<file path="src/rtl/ctrl_seq.sv">
// ctrl_seq: registered, multi-cycle control sequencer for the 16-bit CPU.
//
// Accepts instruction words over a valid/ready handshake and decodes them
// into one execute-stage register. Jumps cost one fetch bubble. Input and
// output instructions become blocking handshakes on one of NUM_IO_CH I/O
// channels, each abandoned after IO_TIMEOUT wait cycles (0 = never).
//
// Handshake semantics (all interfaces): a transfer happens on a rising clk
// edge where both valid and ready are high. Neither side may make valid
// depend on ready. This block's ready/valid outputs (instr_ready, in_ready,
// out_valid) are decoded from registers only, never from the peer's inputs.
//
// Ports:
//   clk, rst          clock, synchronous active-high reset
//   flush             abort current instruction and pending issue
//   err_clr           clear the sticky io_err flag
//   instr/_valid/_ready  instruction handshake from fetch
//   ex_valid          one-cycle strobe: execute fields below are valid
//   alu_opcode, sel_a, sel_b, wr_back, sel_wr, imm  execute fields (held)
//   jump, jump_link, input_en  one-cycle strobes qualified by ex_valid
//   in_ready/in_valid per-channel input handshake
//   out_valid/out_ready output handshake; io_ch, out_reg_sel describe it
//   io_err            sticky error (bad channel or timeout)
//   dbg_state         current FSM state for observation
module ctrl_seq #(
  parameter int NUM_IO_CH  = 2,
  parameter int IO_TIMEOUT = 1000
) (
  input  logic                 clk,
  input  logic                 rst,
  input  logic                 flush,
  input  logic                 err_clr,
  input  logic [15:0]          instr,
  input  logic                 instr_valid,
  output logic                 instr_ready,
  output logic                 ex_valid,
  output logic [3:0]           alu_opcode,
  output logic [2:0]           sel_a,
  output logic [2:0]           sel_b,
  output logic                 wr_back,
  output logic [2:0]           sel_wr,
  output logic [7:0]           imm,
  output logic                 jump,
  output logic                 jump_link,
  output logic                 input_en,
  output logic [NUM_IO_CH-1:0] in_ready,
  input  logic [NUM_IO_CH-1:0] in_valid,
  output logic                 out_valid,
  input  logic                 out_ready,
  output logic [2:0]           io_ch,
  output logic [2:0]           out_reg_sel,
  output logic                 io_err,
  output logic [1:0]           dbg_state
);

  typedef enum logic [1:0] {
    S_RUN      = 2'd0,
    S_BUBBLE   = 2'd1,
    S_WAIT_IN  = 2'd2,
    S_WAIT_OUT = 2'd3
  } state_t;

  localparam logic [NUM_IO_CH-1:0] CH_ONE = NUM_IO_CH'(1);
  localparam logic [15:0]          TMO    = 16'(IO_TIMEOUT);
  localparam logic                 TMO_EN = (IO_TIMEOUT != 0);

  state_t      state;
  logic [15:0] wait_cnt;
  logic [2:0]  pend_reg;   // rA of the I/O instruction being waited on

  // Field decode of the presented word.
  logic [2:0]  cls, ra, rb, rd, ch;
  logic [3:0]  fn;
  logic        ch_bad, accept, hs_in, tmo;
  logic [15:0] wait_next;

  always_comb begin
    cls       = instr[15:13];
    ra        = instr[12:10];
    rb        = instr[9:7];
    rd        = instr[6:4];
    fn        = instr[3:0];
    ch        = instr[9:7];
    ch_bad    = ({1'b0, ch} >= 4'(NUM_IO_CH));
    // A flush cycle never accepts, even though instr_ready may read high.
    accept    = instr_valid && (state == S_RUN) && !flush;
    // in_ready is one-hot on the waited channel, so this picks in_valid[ch].
    hs_in     = |(in_valid & in_ready);
    wait_next = wait_cnt + 16'd1;
    // True on the last permitted waiting cycle; a handshake still wins it.
    tmo       = TMO_EN && (wait_next == TMO);
  end

  assign instr_ready = (state == S_RUN);
  assign dbg_state   = state;

  always_ff @(posedge clk) begin
    if (rst) begin
      state       <= S_RUN;
      wait_cnt    <= '0;
      pend_reg    <= '0;
      ex_valid    <= 1'b0;
      alu_opcode  <= '0;
      sel_a       <= '0;
      sel_b       <= '0;
      wr_back     <= 1'b0;
      sel_wr      <= '0;
      imm         <= '0;
      jump        <= 1'b0;
      jump_link   <= 1'b0;
      input_en    <= 1'b0;
      in_ready    <= '0;
      out_valid   <= 1'b0;
      io_ch       <= '0;
      out_reg_sel <= '0;
      io_err      <= 1'b0;
    end else begin
      // Strobes last one cycle; the other execute fields hold.
      ex_valid  <= 1'b0;
      jump      <= 1'b0;
      jump_link <= 1'b0;
      input_en  <= 1'b0;
      // Any set below overrides this clear.
      if (err_clr) io_err <= 1'b0;

      if (flush) begin
        state     <= S_RUN;
        in_ready  <= '0;
        out_valid <= 1'b0;
        wait_cnt  <= '0;
      end else begin
        unique case (state)
          S_RUN: begin
            if (accept) begin
              if (!cls[2]) begin
                ex_valid <= 1'b1;
                imm      <= {1'b0, instr[6:0]};
                if (!cls[1]) begin
                  alu_opcode <= fn;
                  sel_a      <= ra;
                  sel_b      <= rb;
                  wr_back    <= 1'b1;
                  sel_wr     <= rd;
                end else if (!cls[0]) begin
                  jump       <= 1'b1;
                  alu_opcode <= 4'b0010;
                  wr_back    <= 1'b0;
                  state      <= S_BUBBLE;
                end else begin
                  jump_link  <= 1'b1;
                  sel_a      <= ra;
                  wr_back    <= 1'b0;
                  state      <= S_BUBBLE;
                end
              end else if (ch_bad) begin
                io_err <= 1'b1;
              end else begin
                io_ch    <= ch;
                pend_reg <= ra;
                wait_cnt <= '0;
                if (cls[0]) begin
                  out_valid   <= 1'b1;
                  out_reg_sel <= ra;
                  state       <= S_WAIT_OUT;
                end else begin
                  in_ready <= CH_ONE << ch;
                  state    <= S_WAIT_IN;
                end
              end
            end
          end
          S_BUBBLE: state <= S_RUN;
          S_WAIT_IN: begin
            if (hs_in) begin
              ex_valid <= 1'b1;
              input_en <= 1'b1;
              wr_back  <= 1'b1;
              sel_wr   <= pend_reg;
              in_ready <= '0;
              state    <= S_RUN;
            end else if (tmo) begin
              io_err   <= 1'b1;
              in_ready <= '0;
              state    <= S_RUN;
            end else begin
              wait_cnt <= wait_next;
            end
          end
          S_WAIT_OUT: begin
            if (out_ready) begin
              out_valid <= 1'b0;
              state     <= S_RUN;
            end else if (tmo) begin
              io_err    <= 1'b1;
              out_valid <= 1'b0;
              state     <= S_RUN;
            end else begin
              wait_cnt <= wait_next;
            end
          end
          default: state <= S_RUN;
        endcase
      end
    end
  end

endmodule

</file>
<file path="config.mk">
export PLATFORM = sky130hd
export DESIGN_NAME = ctrl_seq
export DESIGN_NICKNAME = d
export VERILOG_FILES = /design/src/rtl/ctrl_seq.sv
export SDC_FILE = /design/constraint.sdc
export NUM_CORES = 1
export LEC_CHECK = 0
export CORE_MARGIN = 5
export CORE_UTILIZATION = 30
export CTS_CLUSTER_SIZE = 30
export DETAILED_ROUTE_END_ITERATION = 16
export GPL_ROUTABILITY_DRIVEN = 1
export PLACE_DENSITY = 0.5
export SLEW_MARGIN = 15
export SYNTH_ARGS = -nofsm -noshare
export SYNTH_HDL_FRONTEND = slang
export SYNTH_SLANG_ARGS = --single-unit
</file>
<file path="constraint.sdc">
create_clock -name clk -period 3.8 [get_ports clk]
set_clock_uncertainty 0.05 [all_clocks]
set_input_delay 0.38 -clock clk [delete_from_list [all_inputs] [get_ports clk]]
set_output_delay 0.38 -clock clk [all_outputs]
set_load 0.005 [all_outputs]
</file>
# After elaboration in Yosys (flattened, before gate mapping)
# Index checks and enable logic that the tools add are counted.
op_classes:
  addsub: 1
  mul: 0
  div_mod_pow: 0
  magnitude_cmp: 1
  eq_ne: 20
  shift: 1
  muxes: 59
  bitwise_logic: 8
  reduce_logical: 23
ops:
  columns: ["cell", "count"]
  rows:
  - ["$mux W16", 6]
  - ["$pmux W16 S3", 1]
  - ["$reduce_and A6 Y1", 5]
  - ["$mux W2", 13]
  - ["$reduce_and A5 Y1", 5]
  - ["$mux W1", 24]
  - ["$ne A2 B2 Y1 const B", 11]
  - ["$mux W3", 6]
  - ["$add A16 B1 Y16 const B", 1]
  - ["$eq A16 B10 Y1 const B", 1]
  - ["$ne A3 B3 Y1 const B", 4]
  - ["$mux W4", 2]
  - ["$pmux W2 S4", 1]
  - ["$not A1 Y1", 7]
  - ["$pmux W1 S2", 3]
  - ["$pmux W3 S2", 1]
  - ["$reduce_or A6 Y1", 1]
  - ["$eq A2 B2 Y1 const B", 2]
  - ["$pmux W2 S2", 1]
  - ["$reduce_and A4 Y1", 1]
  - ["$reduce_bool A2 Y1", 2]
  - ["$reduce_or A2 Y1", 2]
  - ["$ge A3 B2 Y1 const B", 1]
  - ["$pmux W1 S3", 1]
  - ["other kinds (10)", 11]
totals:
  reg_bits: 56
  latchBits: 0
  mem_bits_rw: 0
  mem_bits_ro: 0
  in_bits: 24
  output_inout_bits: 39
  wordCells: 131
  n_memories: 0

# Longest topological paths before layout
# Gate-level depths: netlist of run 1.
depth:
  word_depth: 6
  depth_mapped: 10
  depth_no_buf: 8

# Worst setup path before layout of run 1
# Ideal clock, no wire load.
synth_timing:
  path_type: "register -> register"
  start: "register wait_cnt[0]"
  end: "register state[1] (netlist: dbg_state[1])"
  setup_time_ns: 0.115
  t_arrival_ns: 2.220
  t_required_ns: 3.635
  path_slack_ns: 1.415
  stages_incl_launch_ff: 10
  n_path_buf: 1
  synth_period_minus_slack_ns: 2.385
  cell_sequence: "dfxtp_1 > ha_1 > and3_1 > nand4_1 > mux2i_1 > a2111o_1 > a2111oi_4 > buf_6 > nand2_2 > and3_1"
synth_between:
  elab_chain_len: 5
  word_cells_on_any_way: 6
  classes_between: "add/sub (1); eq/ne (1); mux (4)"
synth_lines:
  columns: ["item", "line_no", "rtl"]
  rows:
  - ["start, declared", "68", "logic [15:0] wait_cnt;"]
  - ["start signal, assigned", "186", "wait_cnt <= wait_next;"]
  - ["start signal, assigned", "198", "wait_cnt <= wait_next;"]
  - ["$add A16 B1 Y16 *", "89", "wait_next = wait_cnt + 16'd1;"]
  - ["$eq A16 B10 Y1 *", "91", "tmo = TMO_EN && (wait_next == TMO);"]
  - ["$mux W2 *", null, null]
  - ["$mux W2 (on tied branches)", null, null]
  - ["$pmux W2 S4 *", null, null]
  - ["end signal, assigned", "99", "state <= S_RUN;"]
  - ["end signal, assigned", "127", "state <= S_RUN;"]
  - ["end signal, assigned", "148", "state <= S_BUBBLE;"]
  - ["end, declared", "67", "state_t state;"]
# Mark *: on every way between the ends. The rest lies on a longest branch, timed or not.
# A chain may end at the register's enable or synchronous reset.

# Worst setup path in the final report of run 1
layout_timing:
  start: "register wait_cnt[0]"
  end: "register out_valid"
layout_between:
  elab_chain_len: 4
layout_lines:
  columns: ["item", "line_no", "rtl"]
  rows:
  - ["$add A16 B1 Y16", "89", null]
  - ["$eq A16 B10 Y1", "91", null]
  - ["$ne A3 B3 Y1 (no line)", null, null]
  - ["$reduce_and A6 Y1 (no line)", null, null]
  - ["end signal, assigned", "113", "out_valid <= 1'b0;"]
  - ["end signal, assigned", "129", "out_valid <= 1'b0;"]
  - ["end signal, assigned", "162", "out_valid <= 1'b1;"]
  - ["end, declared", "48", "output logic out_valid,"]
# Every way passes these cells.

==> metrics.csv, run 1 <==
metric,value,unit
min cycle time layout,2.98,ns
Final Cycle Share,78.4,%
compound-gate portion of the synthesized area,18.4,%
FF+latch area,1120,um^2
MaxCap Viol Count,0,
Worst Setup Start Kind,flop,
Max IR drop VDD,201,uV
Synth Area in Adders,0.894,%
unrepaired setup endpoints after global routing,no,
post-DR vias/cell,5.18,
dpl hpwl,5720,um
Post-CTS Hold Buffers,0,
io pins,63,
H-tree lvl count,2,
Root Buffer,clkbuf_8,
DP Area,3470,um^2
Main synth FF type,dfxtp_1,
clock-pin transition on the worst setup and hold timing paths,0.12,ns
largest family of logic cells by synthesized area,simple AND/OR/NAND/NOR gates,
antenna cells,0,
CTS tree,yes,
post-cts sizing count,0,
Slew HR,43.2,%
WS Path Type,reg2reg,
highest fanout seen on the critical path,11,
area growth from synthesis to layout,27.3,%
sw power,0.278,mW
Post-Route WL,7850,um
Worst EP required,3.97,ns
die height,107,um
Final nets,419,
number of synthesis warnings,0,
number of synthesized register bits,56,
share of cells above drive strength 1,6.09,%
mapped cell area,2800,um^2
gr ovfl total,0,
Worst-Margin Slew,0.847,ns
final setup TNS,0,ns
Clock Power Share,34.4,%
sequential share of power,56.5,%
drt wl/cell,15.6,um
xor and xnor area share after synthesis,0.938,%
arrival time at the worst endpoint,3.15,ns
Syn Area/Cell,8.09,um^2
final instance area,3560,um^2
Yosys cell types,56,
TritonCTS buffer count,5,
Clock Tree Buf Depth,2,
Gate power share,9.1,%
Largest register FFs,16,
Placer Congestion,0.854,
DRC violations left,0,
area occupied by multi-input gates,1540,um^2
Post-Synth Simple-Gate Area,29.4,%
Synthesized Nets,372,
via count,2617,
number of synthesized flops with an enable pin,0,
register bank with the most flops,wait_cnt,
Fin. Hold Viols,0,
largest net degree at the start of global routing,26,
count of final setup violators,0,
final slew viol count,0,
first-pass GRT wire length,13200,um
CTS Sinks,56,
Die Width,107,um
largest registers,"wait_cnt: 16 flops, imm: 7 flops, alu_opcode: 4 flops",
fmax,336,MHz
crit path capture type,flop,
PortBufs,61,
filler cell count in the final layout,923,
Leak Pwr,1.18,nW
Worst-Skew Late Latency,0.31,ns
vias in the first global route,2617,
Initial DRC Count,106,
Initial Util,30.6,%
Site Rows,35,
PwrDens,299,nW/um^2
aggregate global-route resource usage,14.3,%
Mapped Cells,346,
Post-CTS Setup Bufs,0,
Internal Dissipation,0.786,mW
mux contribution to synthesized area,5.41,%
Detail Route Antenna Nets,0,
DIE AREA,11400,um^2
Core Area,9150,um^2
First-pass DRT Iterations,4,
sw frac,26.1,%
outcome,"finished, final reports clean",
initial antenna violation count,0,
asr flop ratio synth,0,%
worst min path class,reg2reg,
"Seq/Total Area, Yosys",40.0,%
==> cells in the mapped netlist, types with 2 or more instances <==
cell type  count  share of area (%)
dfxtp_1       56                 40
nand2_1       54                7.2
nor2_1        33                4.4
a21oi_1       25                4.5
clkbuf_1      18                2.4
nor3_1        18                3.2
mux2i_1       14                5.0
a22oi_1       11                2.9
nand4_1       10                2.2
nand3_1        9                1.6
o21ai_0        8                1.4
a211oi_1       6                1.6
and3_1         5                1.1
a21o_1         4                1.1
and2_1         4               0.89
inv_1          4               0.54
nand2b_1       4               0.89
a21boi_0       3               0.80
a31oi_1        3               0.67
buf_2          3               0.54
buf_4          3               0.80
nand4b_1       3               0.94
nor2b_1        3               0.67
nor3b_1        3               0.80
nor4_1         3               0.67
nor4b_1        3               0.94
or2_2          3               0.67
ha_1           2               0.89
nand3b_1       2               0.54
o22ai_1        2               0.45
xnor2_1        2               0.63
==> power by group through the flow <==
stage	registers, mW	logic (mW)	clock network, mW
global placement	0.614	0.0982	0
CTS	0.601	0.0989	0.384
global route	0.602	0.107	0.406
floorplan	0.614	0.0397	0
finish	0.601	0.0971	0.366
detailed placement	0.614	0.0984	0
==> worst max-delay path, cell delays in order, from the launching register on <==
cell and delay [ns]:
dfxtp_1 0.49, ha_1 0.29, and3_1 0.26, nand4_1 0.24, mux2i_1 0.19, a2111o_1 0.38
a2111oi_4 0.58, nor2_1 0.14, o221a_2 0.27
==> cell usage in the layout, fill, tap and decap left out, drive strengths merged, types with 5 or more instances in the layout <==
cell type / netlist / routed
and3: 6 / 6
nand2: 55 / 55
a211oi: 6 / 6
clkbuf: 19 / 5
clkdlybuf4s50: 0 / 61
a21oi: 25 / 25
dfxtp: 56 / 56
nand4: 10 / 10
o21ai: 8 / 8
nand3: 9 / 9
nor2: 33 / 33
inv: 4 / 7
buf: 7 / 5
a22oi: 11 / 11
nor3: 18 / 18
mux2i: 14 / 14
==> per-layer routing <==
metal | part of all wire, % | vias up | global-route usage, % | wire length, um
met2 | 47 | 60 | 23.7 | 3710
li1 | - | 1323 | - | -
met4 | 0.59 | 0 | 2.74 | 46
met3 | 6.6 | 4 | 4.58 | 520
met1 | 46 | 1230 | 18.3 | 3580
met5 | 0 | - | 0 | 0
==> metrics by stage <==
stage / utilization, % / setup slack (ns) / hold WS (ns) / total power [mW] / std cells
2_1_floorplan: - / 1.41 / 0.386 / 0.653 / 346
3_3_place_gp: 37.9 / 0.951 / 0.395 / 0.712 / 497
3_5_place_dp: 37.9 / 0.842 / 0.400 / 0.712 / 497
4_1_cts: 38.9 / 0.819 / 0.416 / 1.08 / 505
5_1_grt: 38.9 / 0.554 / 0.439 / 1.11 / 505
6_report: 38.9 / 0.822 / 0.414 / 1.06 / 505
==> worst paths after layout <==
kind / start / end / slack [ns] / cells after the start
min reg2reg: pend_reg[0]$_SDFFE_PP0P_ / pend_reg[0]$_SDFFE_PP0P_ / 0.41 / 2
min: pend_reg[0]$_SDFFE_PP0P_ / pend_reg[0]$_SDFFE_PP0P_ / 0.41 / 2
max: wait_cnt[0]$_SDFFE_PP0P_ / out_valid$_SDFFE_PP0P_ / 0.82 / 8
max reg2reg: wait_cnt[0]$_SDFFE_PP0P_ / out_valid$_SDFFE_PP0P_ / 0.82 / 8
==> cell families after synthesis <==
kind of cell,Yosys count
DFF,56
adders and majority gates,2
xor gates and xnor gates,3
AOI/OAI and AO/OA,75
buffers and inverters,30
muxes,15
other,1
and+or+nand+nor,164
==> layout make-up <==
| type | count | share of cell area [%] |
|---|---|---|
| multi-input cells | 260 | 43.3 |
| flip-flops and latches | 56 | 31.5 |
| repair buffers | 66 | 18.2 |
| well taps | 111 | 3.90 |
| clock buffers | 5 | 1.93 |
| clock inverters | 3 | 0.808 |
| inverters | 4 | 0.421 |
Power figures use the tool's default switching activity.
==> inputs of run 2 (changes only) <==
- clock period: 3.8 -> 2.8 ns (I/O delays scaled with it)
==> metrics.csv, run 2 (synthesis gave the netlist of run 1 again) <==
metric,value,unit,change
outcome,"finished, final reports clean",,
TritonCTS buffer count,5,,unchanged
sw frac,26.2,%,+0.079 points
min cycle time layout,2.58,ns,-0.398 ns
largest registers,"wait_cnt: 16 flops, imm: 7 flops, alu_opcode: 4 flops",,
sw power,0.379,mW,+36%
post-cts sizing count,0,,unchanged
Root Buffer,clkbuf_8,,
Max IR drop VDD,174,uV,-13%
gr ovfl total,0,,unchanged
arrival time at the worst endpoint,2.75,ns,-0.40 ns
Largest register FFs,16,,unchanged
DRC violations left,0,,unchanged
CTS Sinks,56,,unchanged
Site Rows,35,,unchanged
CTS tree,yes,,
Worst Setup Start Kind,flop,,
Fin. Hold Viols,0,,unchanged
final slew viol count,0,,unchanged
post-DR vias/cell,5.11,,-1.4%
via count,2657,,+1.5%
largest net degree at the start of global routing,25,,-3.8%
Initial DRC Count,94,,-11%
highest fanout seen on the critical path,11,,unchanged
initial antenna violation count,0,,unchanged
unrepaired setup endpoints after global routing,no,,
first-pass GRT wire length,13300,um,+0.52%
antenna cells,0,,unchanged
drt wl/cell,15.3,um,-1.7%
area growth from synthesis to layout,31.4,%,
Clock Power Share,34.0,%,-0.4 points
First-pass DRT Iterations,4,,unchanged
Placer Congestion,0.863,,+1.0%
PwrDens,393,nW/um^2,+32%
WS Path Type,reg2reg,,
Post-CTS Hold Buffers,0,,unchanged
share of cells above drive strength 1,10.3,%,+4.2 points
WHS,0.412,ns,-0.00235 ns
grt met3 use,4.15,%,-0.42 points
Worst EP required,2.97,ns,-1.00 ns
dpl hpwl,5900,um,+3.2%
Worst-Margin Slew,0.591,ns,-0.255 ns
Post-CTS Setup Bufs,0,,unchanged
global routing usage on met2,25.0,%,+1.3 points
aggregate global-route resource usage,14.3,%,+0.016 points
DIE AREA,11400,um^2,unchanged
worst min path class,reg2reg,,
clock-pin transition on the worst setup and hold timing paths,0.12,ns,about the same
fmax,388,MHz,+15%
Detail Route Antenna Nets,0,,unchanged
"most common cell after layout, fill and taps aside",clkdlybuf4s50_1,,
sequential share of power,56.3,%,-0.2 points
Die Width,107,um,unchanged
crit path capture type,flop,,
vias in the first global route,2680,,+2.4%
PortBufs,61,,unchanged
Clock Tree Buf Depth,2,,unchanged
Worst-Skew Late Latency,0.31,ns,about the same
filler cell count in the final layout,961,,+4.1%
io pins,63,,unchanged
GRT met1 Usage,17.9,%,-0.47 points
Initial Util,30.6,%,unchanged
Gate power share,9.6,%,+0.5 points
Internal Dissipation,1.07,mW,+36%
die height,107,um,unchanged
final setup TNS,0,ns,unchanged
Final Cycle Share,92.1,%,+14 points
register bank with the most flops,wait_cnt,,
Slew HR,60.5,%,+17 points
MaxCap Viol Count,0,,unchanged
count of final setup violators,0,,unchanged
H-tree lvl count,2,,unchanged
Post-Route WL,7950,um,+1.2%
Final nets,434,,+3.6%
Core Area,9150,um^2,unchanged
most frequent cells in the layout,"clkdlybuf4s50_1 (61), nand2_1 (54), dfxtp_1 (54)",,
Leak Pwr,1.25,nW,+5.8%
GRT Max-Usage Layer,met2,,
run 2: changes by cell type in the layout (fill, tap and decap cells not counted):
cell / change
ha_2: +1
buf_4: +15
dfxtp_2: +2
clkinvlp_4: +1
dfxtp_1: -2
clkinv_4: +1
ha_1: -1
inv_6: -2
run 2: final cells by class:
| cell class | instances | area, um^2 | area share, % |
|---|---|---|---|
| clock buffers | 5 | 68.8 | 1.87 |
| clock inverters | 3 | 27.5 | 0.748 |
| inverters | 4 | 15.0 | 0.408 |
| multi-input cells | 260 | 1550 | 42.0 |
| flip-flops and latches | 56 | 1120 | 30.5 |
| well taps | 111 | 139 | 3.77 |
| repair buffers | 81 | 761 | 20.7 |
run 2: path summary, 6_finish.rpt:
kind | start | endpoint | cells past startpoint | slack, ns
max | wait_cnt[0]$_SDFFE_PP0P_ | out_valid$_SDFFE_PP0P_ | 9 | 0.22
min | imm[2]$_SDFFE_PP0P_ | imm[2]$_SDFFE_PP0P_ | 2 | 0.41
max reg2reg | wait_cnt[0]$_SDFFE_PP0P_ | out_valid$_SDFFE_PP0P_ | 9 | 0.22
min reg2reg | imm[2]$_SDFFE_PP0P_ | imm[2]$_SDFFE_PP0P_ | 2 | 0.41
run 2: worst max-delay path, stage by stage, from the launching register on:
cell and delay, ns:
dfxtp_2 0.41, ha_2 0.24, and3_1 0.25, nand4_1 0.23
mux2i_1 0.18, a2111o_1 0.39, a2111oi_4 0.19, buf_4 0.23
nor2_1 0.07, o221a_2 0.24
run 2: per-layer routing:
layer / wire length (um) / up-vias
met5: 0 / -
met4: 50 / 0
met3: 454 / 4
met2: 3820 / 56
met1: 3620 / 1236
li1: - / 1361
run 2: power groups by stage:
stage / sequential [mW] / combinational, mW / clock, mW
4_1_cts: 0.815 / 0.142 / 0.513
3_5_place_dp: 0.833 / 0.141 / 0
2_1_floorplan: 0.833 / 0.0539 / 0
5_1_grt: 0.817 / 0.153 / 0.544
6_report: 0.815 / 0.140 / 0.493
3_3_place_gp: 0.833 / 0.140 / 0
run 2: metrics by stage:
stage	cells	power [mW]	instance area, um^2	worst slack, ns	util, %
global placement	512	0.974	3580	0.215	39.1
finish	520	1.45	3680	0.220	40.2
floorplan	346	0.887	2800	0.415	-
detailed placement	512	0.974	3580	0.114	39.1
global route	520	1.51	3680	0.0487	40.2
CTS	520	1.47	3670	0.0977	40.2
